==> src/rtl/approx_mul_err_monitor.sv <==
// approx_mul_err_monitor
//   Error-characterisation stage for an 8x8 approximate multiplier. Each
//   accepted sample (a, b, approx) is registered once (S1). The exact product
//   and the error distance ED = |a*b - approx| are formed from the S1
//   registers, and S2 folds ED into the window statistics. After win_len
//   samples, one result record is offered on a valid/ready handshake.
//
// Ports
//   clk, rst          rising-edge clock, asynchronous active-high reset
//   start, win_len    window start pulse (taken only in IDLE) and length
//   in_valid/in_ready sample handshake; in_a, in_b, in_approx sample payload
//   res_valid/ready   result handshake
//   res_err_cnt       samples with ED != 0
//   res_sum_ed        saturating ED sum; res_ovf is set if it ever clamped
//   res_max_ed        largest ED; res_max_a/b are operands of its first occurrence
//   busy              high whenever the FSM is not in IDLE
module approx_mul_err_monitor #(
    parameter int WIDTH  = 8,
    parameter int PWIDTH = 16,
    parameter int CNT_W  = 17,
    parameter int ACC_W  = 32
) (
    input  logic              clk,
    input  logic              rst,
    input  logic              start,
    input  logic [CNT_W-1:0]  win_len,
    input  logic              in_valid,
    output logic              in_ready,
    input  logic [WIDTH-1:0]  in_a,
    input  logic [WIDTH-1:0]  in_b,
    input  logic [PWIDTH-1:0] in_approx,
    output logic              res_valid,
    input  logic              res_ready,
    output logic [CNT_W-1:0]  res_err_cnt,
    output logic [ACC_W-1:0]  res_sum_ed,
    output logic [PWIDTH-1:0] res_max_ed,
    output logic [WIDTH-1:0]  res_max_a,
    output logic [WIDTH-1:0]  res_max_b,
    output logic              res_ovf,
    output logic              busy
);

    // One spare bit above the wider of sum and ED, so the carry out of the
    // addition can be seen and clamped.
    localparam int SW = ((ACC_W > PWIDTH) ? ACC_W : PWIDTH) + 1;
    localparam logic [SW-1:0] SUM_MAX = SW'({ACC_W{1'b1}});

    typedef enum logic [1:0] {IDLE, RUN, DRAIN, DONE} state_t;

    state_t state, state_nxt;

    logic [CNT_W-1:0]  win_len_q;
    logic [CNT_W-1:0]  accepted;
    logic [CNT_W-1:0]  accepted_inc;
    logic              accept;
    logic              last_accept;
    logic              start_go;

    logic              s1_vld;
    logic [WIDTH-1:0]  s1_a;
    logic [WIDTH-1:0]  s1_b;
    logic [PWIDTH-1:0] s1_approx;
    logic [PWIDTH-1:0] exact;
    logic [PWIDTH-1:0] ed;
    logic [SW-1:0]     sum_wide;
    logic              sum_sat;

    logic [CNT_W-1:0]  err_cnt;
    logic [ACC_W-1:0]  sum_ed;
    logic [PWIDTH-1:0] max_ed;
    logic [WIDTH-1:0]  max_a;
    logic [WIDTH-1:0]  max_b;
    logic              ovf;

    assign accept       = in_valid & in_ready;
    assign accepted_inc = accepted + 1'b1;
    assign last_accept  = accept && (accepted_inc == win_len_q);
    assign start_go     = (state == IDLE) && start;

    // ---------------- FSM: state register ----------------
    always_ff @(posedge clk or posedge rst) begin
        if (rst) state <= IDLE;
        else     state <= state_nxt;
    end

    // ---------------- FSM: next state ----------------
    always_comb begin
        state_nxt = state;
        case (state)
            IDLE:  if (start) state_nxt = (win_len == '0) ? DONE : RUN;
            RUN:   if (last_accept) state_nxt = DRAIN;
            // The last sample is still in S1 on the first DRAIN cycle. Wait
            // until it has been folded into the accumulators.
            DRAIN: if (!s1_vld) state_nxt = DONE;
            DONE:  if (res_ready) state_nxt = IDLE;
            default: state_nxt = IDLE;
        endcase
    end

    // ---------------- FSM: outputs (registered state only) ----------------
    always_comb begin
        in_ready  = (state == RUN) && (accepted < win_len_q);
        res_valid = (state == DONE);
        busy      = (state != IDLE);
    end

    // ---------------- window length / accept counter ----------------
    always_ff @(posedge clk or posedge rst) begin
        if (rst) begin
            win_len_q <= '0;
            accepted  <= '0;
        end else if (start_go) begin
            win_len_q <= win_len;
            accepted  <= '0;
        end else if (accept) begin
            accepted  <= accepted_inc;
        end
    end

    // ---------------- S1: sample register ----------------
    always_ff @(posedge clk or posedge rst) begin
        if (rst) begin
            s1_vld    <= 1'b0;
            s1_a      <= '0;
            s1_b      <= '0;
            s1_approx <= '0;
        end else begin
            s1_vld <= accept;
            if (accept) begin
                s1_a      <= in_a;
                s1_b      <= in_b;
                s1_approx <= in_approx;
            end
        end
    end

    assign exact    = {{(PWIDTH-WIDTH){1'b0}}, s1_a} * {{(PWIDTH-WIDTH){1'b0}}, s1_b};
    assign ed       = (exact >= s1_approx) ? (exact - s1_approx) : (s1_approx - exact);
    assign sum_wide = SW'(sum_ed) + SW'(ed);
    assign sum_sat  = (sum_wide > SUM_MAX);

    // ---------------- S2: window accumulators ----------------
    always_ff @(posedge clk or posedge rst) begin
        if (rst) begin
            err_cnt <= '0;
            sum_ed  <= '0;
            max_ed  <= '0;
            max_a   <= '0;
            max_b   <= '0;
            ovf     <= 1'b0;
        end else if (start_go) begin
            err_cnt <= '0;
            sum_ed  <= '0;
            max_ed  <= '0;
            max_a   <= '0;
            max_b   <= '0;
            ovf     <= 1'b0;
        end else if (s1_vld) begin
            if (ed != '0) err_cnt <= err_cnt + 1'b1;
            sum_ed <= sum_sat ? {ACC_W{1'b1}} : sum_wide[ACC_W-1:0];
            if (sum_sat) ovf <= 1'b1;
            // A strict compare keeps the first sample on a tie. It also keeps
            // max_a and max_b at zero while every ED is zero.
            if (ed > max_ed) begin
                max_ed <= ed;
                max_a  <= s1_a;
                max_b  <= s1_b;
            end
        end
    end

    assign res_err_cnt = err_cnt;
    assign res_sum_ed  = sum_ed;
    assign res_max_ed  = max_ed;
    assign res_max_a   = max_a;
    assign res_max_b   = max_b;
    assign res_ovf     = ovf;

endmodule

==> config.mk <==
export PLATFORM = sky130hd
export DESIGN_NAME = approx_mul_err_monitor
export DESIGN_NICKNAME = d
export VERILOG_FILES = /design/src/rtl/approx_mul_err_monitor.sv
export SDC_FILE = /design/constraint.sdc
export NUM_CORES = 1
export LEC_CHECK = 0
export CAP_MARGIN = 20
export CORE_MARGIN = 2
export CORE_UTILIZATION = 55
export DETAILED_ROUTE_END_ITERATION = 6
export PLACE_DENSITY = 0.79
export REMOVE_ABC_BUFFERS = 1
export SLEW_MARGIN = 20
export SYNTH_ARGS = -nofsm -noshare
export SYNTH_HDL_FRONTEND = slang
export SYNTH_SLANG_ARGS = --single-unit
==> constraint.sdc <==
create_clock -name clk -period 12.2 [get_ports clk]
set_input_delay 2.44 -clock clk [delete_from_list [all_inputs] [get_ports clk]]
set_output_delay 2.44 -clock clk [all_outputs]
set_load 0.02 [all_outputs]
### Yosys cells after proc, flatten, opt, wreduce, memory -nomap -nowiden

Index checks and enable logic that the tools add are counted.

| cells by class | value |
|---|---|
| $add $sub $neg | 5 |
| multiply operators | 1 |
| divide/modulo/power cells | 0 |
| magnitude comparators | 4 |
| equal/unequal tests | 8 |
| shift operators | 0 |
| multiplexer cells | 27 |
| bitwise gates (word level) | 1 |
| reductions and logical operators | 16 |

Operators by type and width:

| operator | number |
|---|---|
| 2-to-1 mux 32 bit | 3 |
| 2-to-1 mux 17 bit | 5 |
| 2-to-1 mux 16 bit | 4 |
| 2-to-1 mux 8 bit | 6 |
| adder 17 x 1 -> 17 bit, second input constant | 2 |
| adder 32 x 16 -> 33 bit | 1 |
| > comparator 33 x 32 -> 1 bit, second input constant | 1 |
| subtractor 16 bit | 2 |
| equality test 17 bit | 1 |
| zero test 17 bit | 1 |
| < comparator 17 bit | 1 |
| >= comparator 16 bit | 1 |
| > comparator 16 bit | 1 |
| multiplier 8 x 8 -> 16 bit | 1 |
| nonzero test 16 bit | 1 |
| nonzero test 2 bit | 6 |
| 2-to-1 mux 2 bit | 5 |
| one-hot mux 2 bit (4 select lines) | 1 |
| != test 2 bit, second input constant | 3 |
| AND reduction 2 bit | 3 |
| equality test 2 bit, second input constant | 2 |
| AND reduction 4 bit | 1 |
| logical AND 1 bit | 3 |
| 2-to-1 mux 1 bit | 3 |
| 4 further kinds | 4 |

| storage, ports and cells | value |
|---|---|
| register bits | 151 |
| latch bits | 0 |
| bits in writable memories | 0 |
| memory bits (read-only) | 0 |
| input bits | 54 |
| output and inout bits | 85 |
| memories kept | 0 |

### Longest topological paths before layout

Gate-level depths: netlist of run 1.

| depth | value |
|---|---|
| depth in word-level cells | 8 |
| mapped depth | 41 |
| depth with buffers taken out | 39 |

### Worst setup path before layout of run 1

Ideal clock, no wire load.

| path | value |
|---|---|
| kind | register -> register |
| start | reg s1_b[7] |
| end | reg sum_ed[28] (netlist: res_sum_ed[28]) |
| data arrival time | 8.447 ns |
| data required time | 12.080 ns |
| slack | 3.632 ns |
| stages on the path, launching flop included | 40 |
| buffers on the path | 2 |
| period minus slack after synthesis | 8.568 ns |
| path through | dfrtp_1 clkbuf_1 nand2_1 fa_1 fa_1 inv_1 fa_1 inv_1 fa_1 inv_1 ha_1 inv_1 o21bai_1 a21oi_1 o21bai_1 a21oi_1 nor2b_1 o21a_1 (+4 left out) and2_1 a31oi_1 a21o_1 and2_4 buf_6 mux2i_1 fa_1 a21o_1 a21oi_1 o21ai_0 a31o_2 a31oi_1 o31ai_1 a211oi_1 nor3_1 and3_1 nand3_1 o211a_1 |

| on the way | value |
|---|---|
| longest elaborated chain between the ends | 8 |
| elaborated cells between the ends (all ways) | 10 |

RTL lines:

| what | RTL line | source |
|---|---|---|
| start: declaration | 61 | `logic [WIDTH-1:0] s1_b;` |
| start signal: assignment | 131 | `s1_b <= in_b;` |
| multiplier 8 x 8 -> 16 bit (*) | 137 | `assign exact = {{(PWIDTH-WIDTH){1'b0}}, s1_a} * {{(PWIDTH-WIDTH){1'b0}}, s1_b};` |
| subtractor 16 bit or >= comparator 16 bit (tied branches) | 138 | `assign ed = (exact >= s1_approx) ? (exact - s1_approx) : (s1_approx - exact);` |
| 2-to-1 mux 16 bit (*) | 138 |  |
| adder 32 x 16 -> 33 bit (*) | 139 | `assign sum_wide = SW'(sum_ed) + SW'(ed);` |
| > comparator 33 x 32 -> 1 bit | 140 | `assign sum_sat = (sum_wide > SUM_MAX);` |
| 2-to-1 mux 32 bit (*) | 160 | `sum_ed <= sum_sat ? {ACC_W{1'b1}} : sum_wide[ACC_W-1:0];` |
| 2-to-1 mux 32 bit (*) | 158 | `end else if (s1_vld) begin` |
| 2-to-1 mux 32 bit (*) | 151 | `end else if (start_go) begin` |
| end signal: assignment | 160 |  |
| end: declaration | 69 | `logic [ACC_W-1:0] sum_ed;` |

Mark *: on every way between the ends. The rest lies on a longest branch, timed or not. The select of a mux whose other input is x is not followed.
A chain may end at the register's enable or synchronous reset.

### Worst setup path in the final report of run 1

| path | value |
|---|---|
| start | reg s1_a[2] |
| end | reg sum_ed[6] (netlist: res_sum_ed[6]) |

| on the way | value |
|---|---|
| longest elaborated chain between the ends | 8 |
| elaborated cells between the ends (all ways) | 10 |

RTL lines:

| what | RTL line | source |
|---|---|---|
| start: declaration | 60 | `logic [WIDTH-1:0] s1_a;` |
| start signal: assignment | 130 | `s1_a <= in_a;` |
| multiplier 8 x 8 -> 16 bit (*) | 137 |  |
| subtractor 16 bit or >= comparator 16 bit (tied branches) | 138 |  |
| 2-to-1 mux 16 bit (*) | 138 |  |
| adder 32 x 16 -> 33 bit (*) | 139 |  |
| > comparator 33 x 32 -> 1 bit | 140 |  |
| 2-to-1 mux 32 bit (*) | 160 |  |
| 2-to-1 mux 32 bit (*) | 158 |  |
| 2-to-1 mux 32 bit (*) | 151 |  |

Marks and branches as above.

==> results.ini, run 1 <==
[yosys]
synth_edf_count = 0
ys_types = 62
synth_top_area_share_pct = 31.6
netlist_area_sq_um = 12000
avgSynthCellArea_sq_um = 9.17
synthTopCellsByArea = dfrtp_1 32%, ha_1 13%, fa_1 6.5%
synth_seq_cells = 151
synth_area_leader_cell = dfrtp_1
synth_flop_cell = dfrtp_1
ys_warn_count = 0
async_reset_ff_share_pct = 100
seq_area_frac_synth_pct = 31.6
netlist_instances = 1303

[worst_setup_path]
cp-start-kind = flip-flop
cp_max_fo = 30
critical_path.endpoint_type = flip-flop
critPathKind = flip-flop to flip-flop
slowest_stage = nand3_1
worstPathRequired_ps = 12530
worstPathArrival_ps = 10650
max_stage_delay_ps = 910
crit_top_cell = fa_1

[floorplanning]
core.rowCount = 53
start_util_pct = 56.5
ios = 139
dieArea_sq_um = 22900
die_w_um = 151
die_h_um = 151
core_sq_um = 21200

[timing]
fin_hold_ws_ps = 489
slew_violations = 0
max_slew.worst_pin.slew_ps = 943
period_needed_ps = 10320
setup-violations-final = 0
hold_viol_final = 0
skew_ps = 9.41
rsz0062_at_grt = false
relSlewSlack_pct = 37.1
max_freq_mhz = 96.9
tns_ps = 0
finalCritPeriodShare_pct = 84.6
setup_slack_ps = 1880

[placed_design]
portBuffers = 138
gp_congestion = 0.887
place_ws_ps = 1960
place_hpwl_um = 20100

[finish]
fin_nets = 1639
layout-drive-gt1-share_pct = 5.02
synthToLayoutAreaGrowth_pct = 18.2
final_cell_mix = 151 x dfrtp_1, 138 x clkdlybuf4s50_1, 127 x inv_1
diodes = 0
final_util_pct = 66.8
layout_commonest_cell = dfrtp_1

[clocking]
cts_buffers = 17
root_buffer = clkbuf_16
cts_tree = done
hold_buffers = 0
clk_pin_slew_worst_paths_ps = 70
post_cts_buffers = 0
clk_latency_ps = 430
cts.sinks = 151
cts_resized = 0
htreeDepth = 4
cts_buffer_depth = 2

[global_routing]
grt_pass1_vias = 9295
overflow = 0
antenna_found_initial = 0
grt_pass1_wl_um = 45400
grt_max_degree = 82
grt.total_usage_pct = 24.9

[drt]
first_pass_iters = 5
drc = 0
final_antenna_net_count = 0
dr.first_iter.drc_count = 451
vias_per_cell = 5.63
via_count = 9611
avgRoutedWirePerCell_um = 16.0
wl_um = 27300

[flow_run]
cap_violations = 0

[outcome]
status = complete, no violations

[min_path]
min_path_type = flip-flop to flip-flop

==> worst max-delay path: cells and delay by family (launching register included) <==
family | cells | cell delay, ps
simple gates | 10 | 2970
buf+inv | 3 | 180
mux | 1 | 230
compound gates | 15 | 2970
flops | 1 | 500
xor+xnor | 2 | 480
fa+ha+maj | 7 | 2860
==> metal layers <==
metal	share of wire [%]	track usage [%]	vias up	wire length [um]
met4	1.5	6.21	0	399
li1	-	-	4717	-
met2	48	41.7	207	13200
met1	47	34.0	4662	12800
met5	0	0	-	0
met3	3.5	3.52	25	963
==> flip-flops by register name, indices dropped and copies added (netlist names), 8 cells and up <==
signal,flops
res_max_a,8
win_len_q,17
s1_approx,16
res_max_ed,16
s1_b,8
accepted,17
res_err_cnt,17
res_max_b,8
s1_a,8
res_sum_ed,32
==> stage by stage <==
stage,cells,area [sq um]
after floorplan,1257,11800
after global placement,1676,13600
after detailed placement,1676,13600
after CTS,1708,14100
after global routing,1708,14100
final,1708,14100
==> layout make-up <==
| type | count | area (sq um) |
|---|---|---|
| Sequential cell | 151 | 3780 |
| Tap cell | 275 | 344 |
| Multi-Input combinational cell | 978 | 7520 |
| Timing Repair Buffer | 144 | 1430 |
| Clock buffer | 18 | 429 |
| Clock inverter | 14 | 140 |
| Fill cell | 1757 | 7030 |
| Inverter | 128 | 485 |
==> synthesized netlist by cell type, drive strengths merged (7+ instances only) <==
cell      n
a211oi   18
a21o     13
a21oi    48
a31oi     7
and2     59
and3     15
buf       9
clkbuf   37
dfrtp   151
fa       39
ha      126
inv     128
mux2     17
mux2i    52
nand2   100
nand2b   11
nand3    21
nand4    18
nor2     89
nor2b    12
nor3     17
nor4     10
o21a     22
o21ai    96
o21bai    8
or3      13
or4      11
xnor2    53
xor2     39
==> kinds of logic after synthesis <==
| group | Yosys count | share of synthesized area, % |
|---|---|---|
| AO/OA/AOI/OAI | 254 | 13.1 |
| XOR/XNOR | 92 | 6.74 |
| adder cells (fa/ha/maj) | 165 | 19.7 |
| buffers and inverters | 174 | 5.72 |
| flip-flops | 151 | 31.6 |
| multiplexers | 69 | 5.96 |
| AND/OR/NAND/NOR | 398 | 17.1 |
==> path summary, 6_finish.rpt <==
kind | slack (ps) | end | cells past startpoint | startpoint
setup / recovery | 1880 | res_sum_ed[6] | 38 | s1_a[2]
hold / removal | 490 | res_ovf | 2 | res_ovf
setup reg to reg | 1880 | res_sum_ed[6] | 38 | s1_a[2]
hold reg to reg | 490 | res_ovf | 2 | res_ovf
max in group asynchronous | 8250 | accepted[7] | 3 | rst
min in group asynchronous | 2520 | res_err_cnt[10] | 2 | rst
Power of run 1 is not shown: default switching activity piles up to over one toggle a cycle in this logic, so the estimate is an artifact.
==> inputs of run 2 (changes only) <==
- clock period: 12.2 -> 10.3 ns (I/O delays scaled with it)
==> run 2 against run 1 <==
Compared with the run above: global-route usage up 0.26 points; clock-buffer cell count down 1; core utilization up 0.53 points; maximum frequency up 8.9%; highest routed layer unchanged; setup slack worse by 1100 ps.
==> results.ini, run 2 (same netlist as run 1, synthesis figures left out) <==
[clocking]
htreeDepth = 4  ; unchanged
cts_buffer_depth = 2  ; unchanged
cts_tree = done
clk_latency_ps = 440  ; about the same
clk_pin_slew_worst_paths_ps = 70  ; about the same
cts.sinks = 151  ; unchanged
cts_buffers = 17  ; unchanged
root_buffer = clkbuf_16

[timing]
rsz0062_at_grt = false
skew_ps = 13.0  ; +3.55 ps
slew_violations = 0  ; unchanged
setup-violations-final = 0  ; unchanged
setup_slack_ps = 823  ; -1050 ps
relSlewSlack_pct = 41.0  ; +3.9 points
tns_ps = 0  ; unchanged
max_freq_mhz = 106  ; +8.9%
period_needed_ps = 9480  ; -847 ps
hold_viol_final = 0  ; unchanged
finalCritPeriodShare_pct = 92.0  ; +7.4 points
max_slew.worst_pin.slew_ps = 885  ; -58.1 ps

[floorplanning]
dieArea_sq_um = 22900  ; unchanged
die_w_um = 151  ; unchanged
die_h_um = 151  ; unchanged
core.rowCount = 53  ; unchanged
core_sq_um = 21200  ; unchanged
ios = 139  ; unchanged
start_util_pct = 56.5  ; unchanged

[global_routing]
use_met3_pct = 4.01  ; +0.48 points
busiest_layer = met2
grt.total_usage_pct = 25.1  ; +0.26 points
grt_pass1_vias = 9411  ; +1.2%
grtUsageMet1_pct = 33.5  ; -0.51 points
use_met2_pct = 42.4  ; +0.68 points
overflow = 0  ; unchanged
grt_max_degree = 85  ; +3.7%
antenna_found_initial = 0  ; unchanged
grt_pass1_wl_um = 45900  ; +1.0%

[drt]
avgRoutedWirePerCell_um = 16.1  ; +0.56%
dr.first_iter.drc_count = 585  ; +30%
vias_per_cell = 5.70  ; +1.3%
final_antenna_net_count = 0  ; unchanged
first_pass_iters = 5  ; unchanged
wl_um = 27500  ; +0.74%
drc = 0  ; unchanged
via_count = 9752  ; +1.5%

[worst_setup_path]
max_stage_delay_ps = 550  ; -360 ps
worstPathArrival_ps = 9820  ; -830 ps
cp-start-kind = flip-flop
crit_buf_inv = 4  ; +1
slowest_stage = fa_1
critical_path.endpoint_type = flip-flop
crit_top_cell = fa_1
worstPathRequired_ps = 10640  ; -1890 ps
crit_family = adder cells
critPathKind = flip-flop to flip-flop
cp_max_fo = 22  ; -27%

[finish]
n_fill_cell = 1686  ; -4.0%
layout_commonest_cell = dfrtp_1
largest_reg_flops = 32  ; unchanged
stdcell_count = 1711  ; +0.18%
layout-drive-gt1-share_pct = 5.36  ; +0.34 points
fin_nets = 1642  ; +0.18%
diodes = 0  ; unchanged
final_cell_mix = 151 x dfrtp_1, 138 x clkdlybuf4s50_1, 127 x inv_1
synthToLayoutAreaGrowth_pct = 19.1

[min_path]
min_path_type = flip-flop to flip-flop

[placed_design]
gp_congestion = 0.922  ; +4.0%
place_ws_ps = 533  ; -1430 ps
dp_cells = 1679  ; +0.18%
place_hpwl_um = 20400  ; +1.8%
portBuffers = 138  ; unchanged

[flow_run]
cap_violations = 0  ; unchanged

[outcome]
status = complete, no violations

==> run 2: layout make-up <==
class,instances,area [sq um],area share [%]
well taps,275,344,2.42
clock buffers,17,425,2.99
inverters,128,485,3.41
repair buffers,147,1450,10.2
clock inverters,15,229,1.61
flip-flops and latches,151,3780,26.5
multi-input cells,978,7520,52.9
==> run 2: repair_timing <==
item,4_1_cts,5_1_grt
setup endpoints to repair,0,30
hold buffers,0,0
gates resized for setup,0,1
setup buffers,0,0
==> run 2: final timing paths <==
kind                               from        endpoint  slack (ps)  cells past startpoint
max in group asynchronous           rst    accepted[11]        6760                      3
min reg2reg                win_len_q[0]    win_len_q[0]         490                      2
min                        win_len_q[0]    win_len_q[0]         490                      2
max                             s1_a[1]  res_sum_ed[29]         820                     39
min in group asynchronous           rst  res_err_cnt[6]        2140                      2
max reg2reg                     s1_a[1]  res_sum_ed[29]         820                     39
==> run 2: per-layer routing <==
| layer | part of all wire, % | up-vias |
|---|---|---|
| met5 | 0 | - |
| li1 | - | 4727 |
| met3 | 5.1 | 35 |
| met1 | 45 | 4691 |
| met2 | 48 | 299 |
| met4 | 1.6 | 0 |
==> run 2: worst register-to-register path: cells and delay by family, from the launching register on <==
kind	cells	cell delay, ps
AOI/OAI and AO/OA	15	2760
xor gates and xnor gates	2	450
adders and majority gates	7	2870
buffers and inverters	4	480
DFF	1	470
muxes	1	240
and+or+nand+nor	10	2110
==> run 2: per-stage QoR <==
stage | hold WS, ps | instance area, sq um | util, %
finish | 493 | 14200 | 67.3
global route | 532 | 14200 | 67.3
CTS | 501 | 14200 | 67.3
detailed placement | 484 | 13600 | 64.2
global placement | 473 | 13600 | 64.2
floorplan | 452 | 11800 | -
Power of run 2 is left out for the same reason.
==> inputs of run 3 (changes only) <==
- CTS_BUF_LIST: not set -> sky130_fd_sc_hd__clkbuf_8
- PLACE_DENSITY: 0.79 -> 0.88
==> run 3 against run 2 <==
Compared with the run above: global-route usage increased by 0.36 points; flip-flop and latch count unchanged; sequential share of layout area is 0.41 points higher; maximum frequency is 0.75% lower; clock skew grew 8.6 ps; clock-buffer cell count up 2; largest cell class unchanged.
==> results.ini, run 3 (same netlist as run 1, synthesis figures left out) <==
[outcome]
status = complete, no violations

[timing]
relSlewSlack_pct = 38.0  ; -3.0 points
slew_violations = 0  ; unchanged
tns_ps = 0  ; unchanged
setup_slack_ps = 752  ; -71.5 ps
hold_viol_final = 0  ; unchanged
max_slew.worst_pin.slew_ps = 930  ; +44.8 ps
setup-violations-final = 0  ; unchanged
rsz0062_at_grt = false
skew_ps = 21.6  ; +8.64 ps
max_freq_mhz = 105  ; -0.75%
finalCritPeriodShare_pct = 92.7  ; +0.69 points
period_needed_ps = 9550  ; +71.5 ps

[worst_setup_path]
cp_max_fo = 26  ; +18%
worstPathArrival_ps = 9860  ; +40 ps
max_stage_delay_ps = 560  ; about the same
worst-r2r-cell-count = 39  ; unchanged
critPathKind = flip-flop to flip-flop
worstPathRequired_ps = 10610  ; -30 ps
cp-start-kind = flip-flop
critical_path.endpoint_type = flip-flop
slowest_stage = a211oi_1
crit_top_cell = fa_1

[drt]
via_count = 9834  ; +0.84%
vias_per_cell = 5.75  ; +0.90%
final_antenna_net_count = 0  ; unchanged
drc = 0  ; unchanged
wl_um = 27900  ; +1.3%
dr.first_iter.drc_count = 523  ; -11%
first_pass_iters = 4  ; -1
avgRoutedWirePerCell_um = 16.3  ; +1.4%

[finish]
largest_reg_flops = 32  ; unchanged
n_fill_cell = 1641  ; -2.7%
final_cell_mix = 151 x dfrtp_1, 138 x clkdlybuf4s50_1, 127 x inv_1
layout_commonest_cell = dfrtp_1
synthToLayoutAreaGrowth_pct = 17.3
final_util_pct = 66.3  ; -1.0 points
fin_nets = 1640  ; -0.12%
layout-drive-gt1-share_pct = 5.23  ; -0.13 points

[placed_design]
place_ws_ps = 497  ; -36.7 ps
place_hpwl_um = 20900  ; +2.4%
gp_congestion = 0.913  ; -0.95%
portBuffers = 138  ; unchanged

[clocking]
htreeDepth = 4  ; unchanged
clk_latency_ps = 460  ; +20 ps
cts_buffer_depth = 2  ; unchanged
cts_buffers = 17  ; unchanged
cts_tree = done
root_buffer = clkbuf_8
cts.sinks = 151  ; unchanged
clk_pin_slew_worst_paths_ps = 90  ; +20 ps

[floorplanning]
dieArea_sq_um = 22900  ; unchanged
core.rowCount = 53  ; unchanged
start_util_pct = 56.5  ; unchanged
ios = 139  ; unchanged
die_h_um = 151  ; unchanged
core_sq_um = 21200  ; unchanged
die_w_um = 151  ; unchanged

[min_path]
min_path_type = flip-flop to flip-flop
hold_depth = 2  ; unchanged

[global_routing]
grt_pass1_wl_um = 47100  ; +2.5%
antenna_found_initial = 1  ; +1
grt.total_usage_pct = 25.5  ; +0.36 points
grt_pass1_vias = 9862  ; +4.8%
grt_max_degree = 100  ; +18%
overflow = 0  ; unchanged

[flow_run]
cap_violations = 0  ; unchanged

[run 3: cell types whose count changed in the layout (fill, tap and decap cells not counted), sizes merged]
cell      change
bufinv        -1
diode         +1
inv           -4
clkinvlp      +2
clkbuf        +2
buf           -2
clkinv        +1
[run 3: worst paths after layout]
check                      slack [ps]              to    startpoint
min reg2reg                       520    win_len_q[0]  win_len_q[0]
max                               750   res_sum_ed[5]       s1_a[1]
min in group asynchronous        2140  res_err_cnt[9]           rst
max reg2reg                       750   res_sum_ed[5]       s1_a[1]
min                               520    win_len_q[0]  win_len_q[0]
max in group asynchronous        6880         s1_a[2]           rst
[run 3: final cells by class]
| type | instances | area [sq um] | share of cell area (%) |
|---|---|---|---|
| Antenna cell | 1 | 2.50 | 0.0178 |
| Clock buffer | 19 | 262 | 1.87 |
| Clock inverter | 13 | 185 | 1.32 |
| Inverter | 128 | 485 | 3.46 |
| Multi-Input combinational cell | 978 | 7530 | 53.7 |
| Sequential cell | 151 | 3780 | 26.9 |
| Tap cell | 275 | 344 | 2.45 |
| Timing Repair Buffer | 145 | 1430 | 10.2 |
[run 3: per-stage QoR]
step / hold slack, ps / std cells / cell area (sq um)
6_report: 516 / 1710 / 14000
2_1_floorplan: 452 / 1257 / 11800
3_5_place_dp: 484 / 1677 / 13600
4_1_cts: 514 / 1709 / 14000
3_3_place_gp: 483 / 1677 / 13600
5_1_grt: 546 / 1710 / 14000
[run 3: worst max-delay path: cells and delay by family (launching register included)]
family | cells | cell delay [ps]
and+or+nand+nor | 10 | 1650
DFF | 1 | 480
muxes | 1 | 230
xor gates and xnor gates | 2 | 460
adders and majority gates | 7 | 2960
buffers and inverters | 4 | 440
AOI/OAI and AO/OA | 15 | 3170
[run 3: metal layers]
metal  wire, um  GRT usage, %  part of all wire [%]
met1      12600          34.6                    45
met2      13600          42.0                    49
met3       1180          3.80                   4.2
met4        522          8.32                   1.9
met5          0             0                     0
[run 3: what timing repair did]
item / CTS / global route
gates resized for setup: 0 / 2
buffers inserted: 0 / 0
setup endpoints to repair: 0 / 32
hold buffers: 0 / 0
Power of run 3 is left out for the same reason.
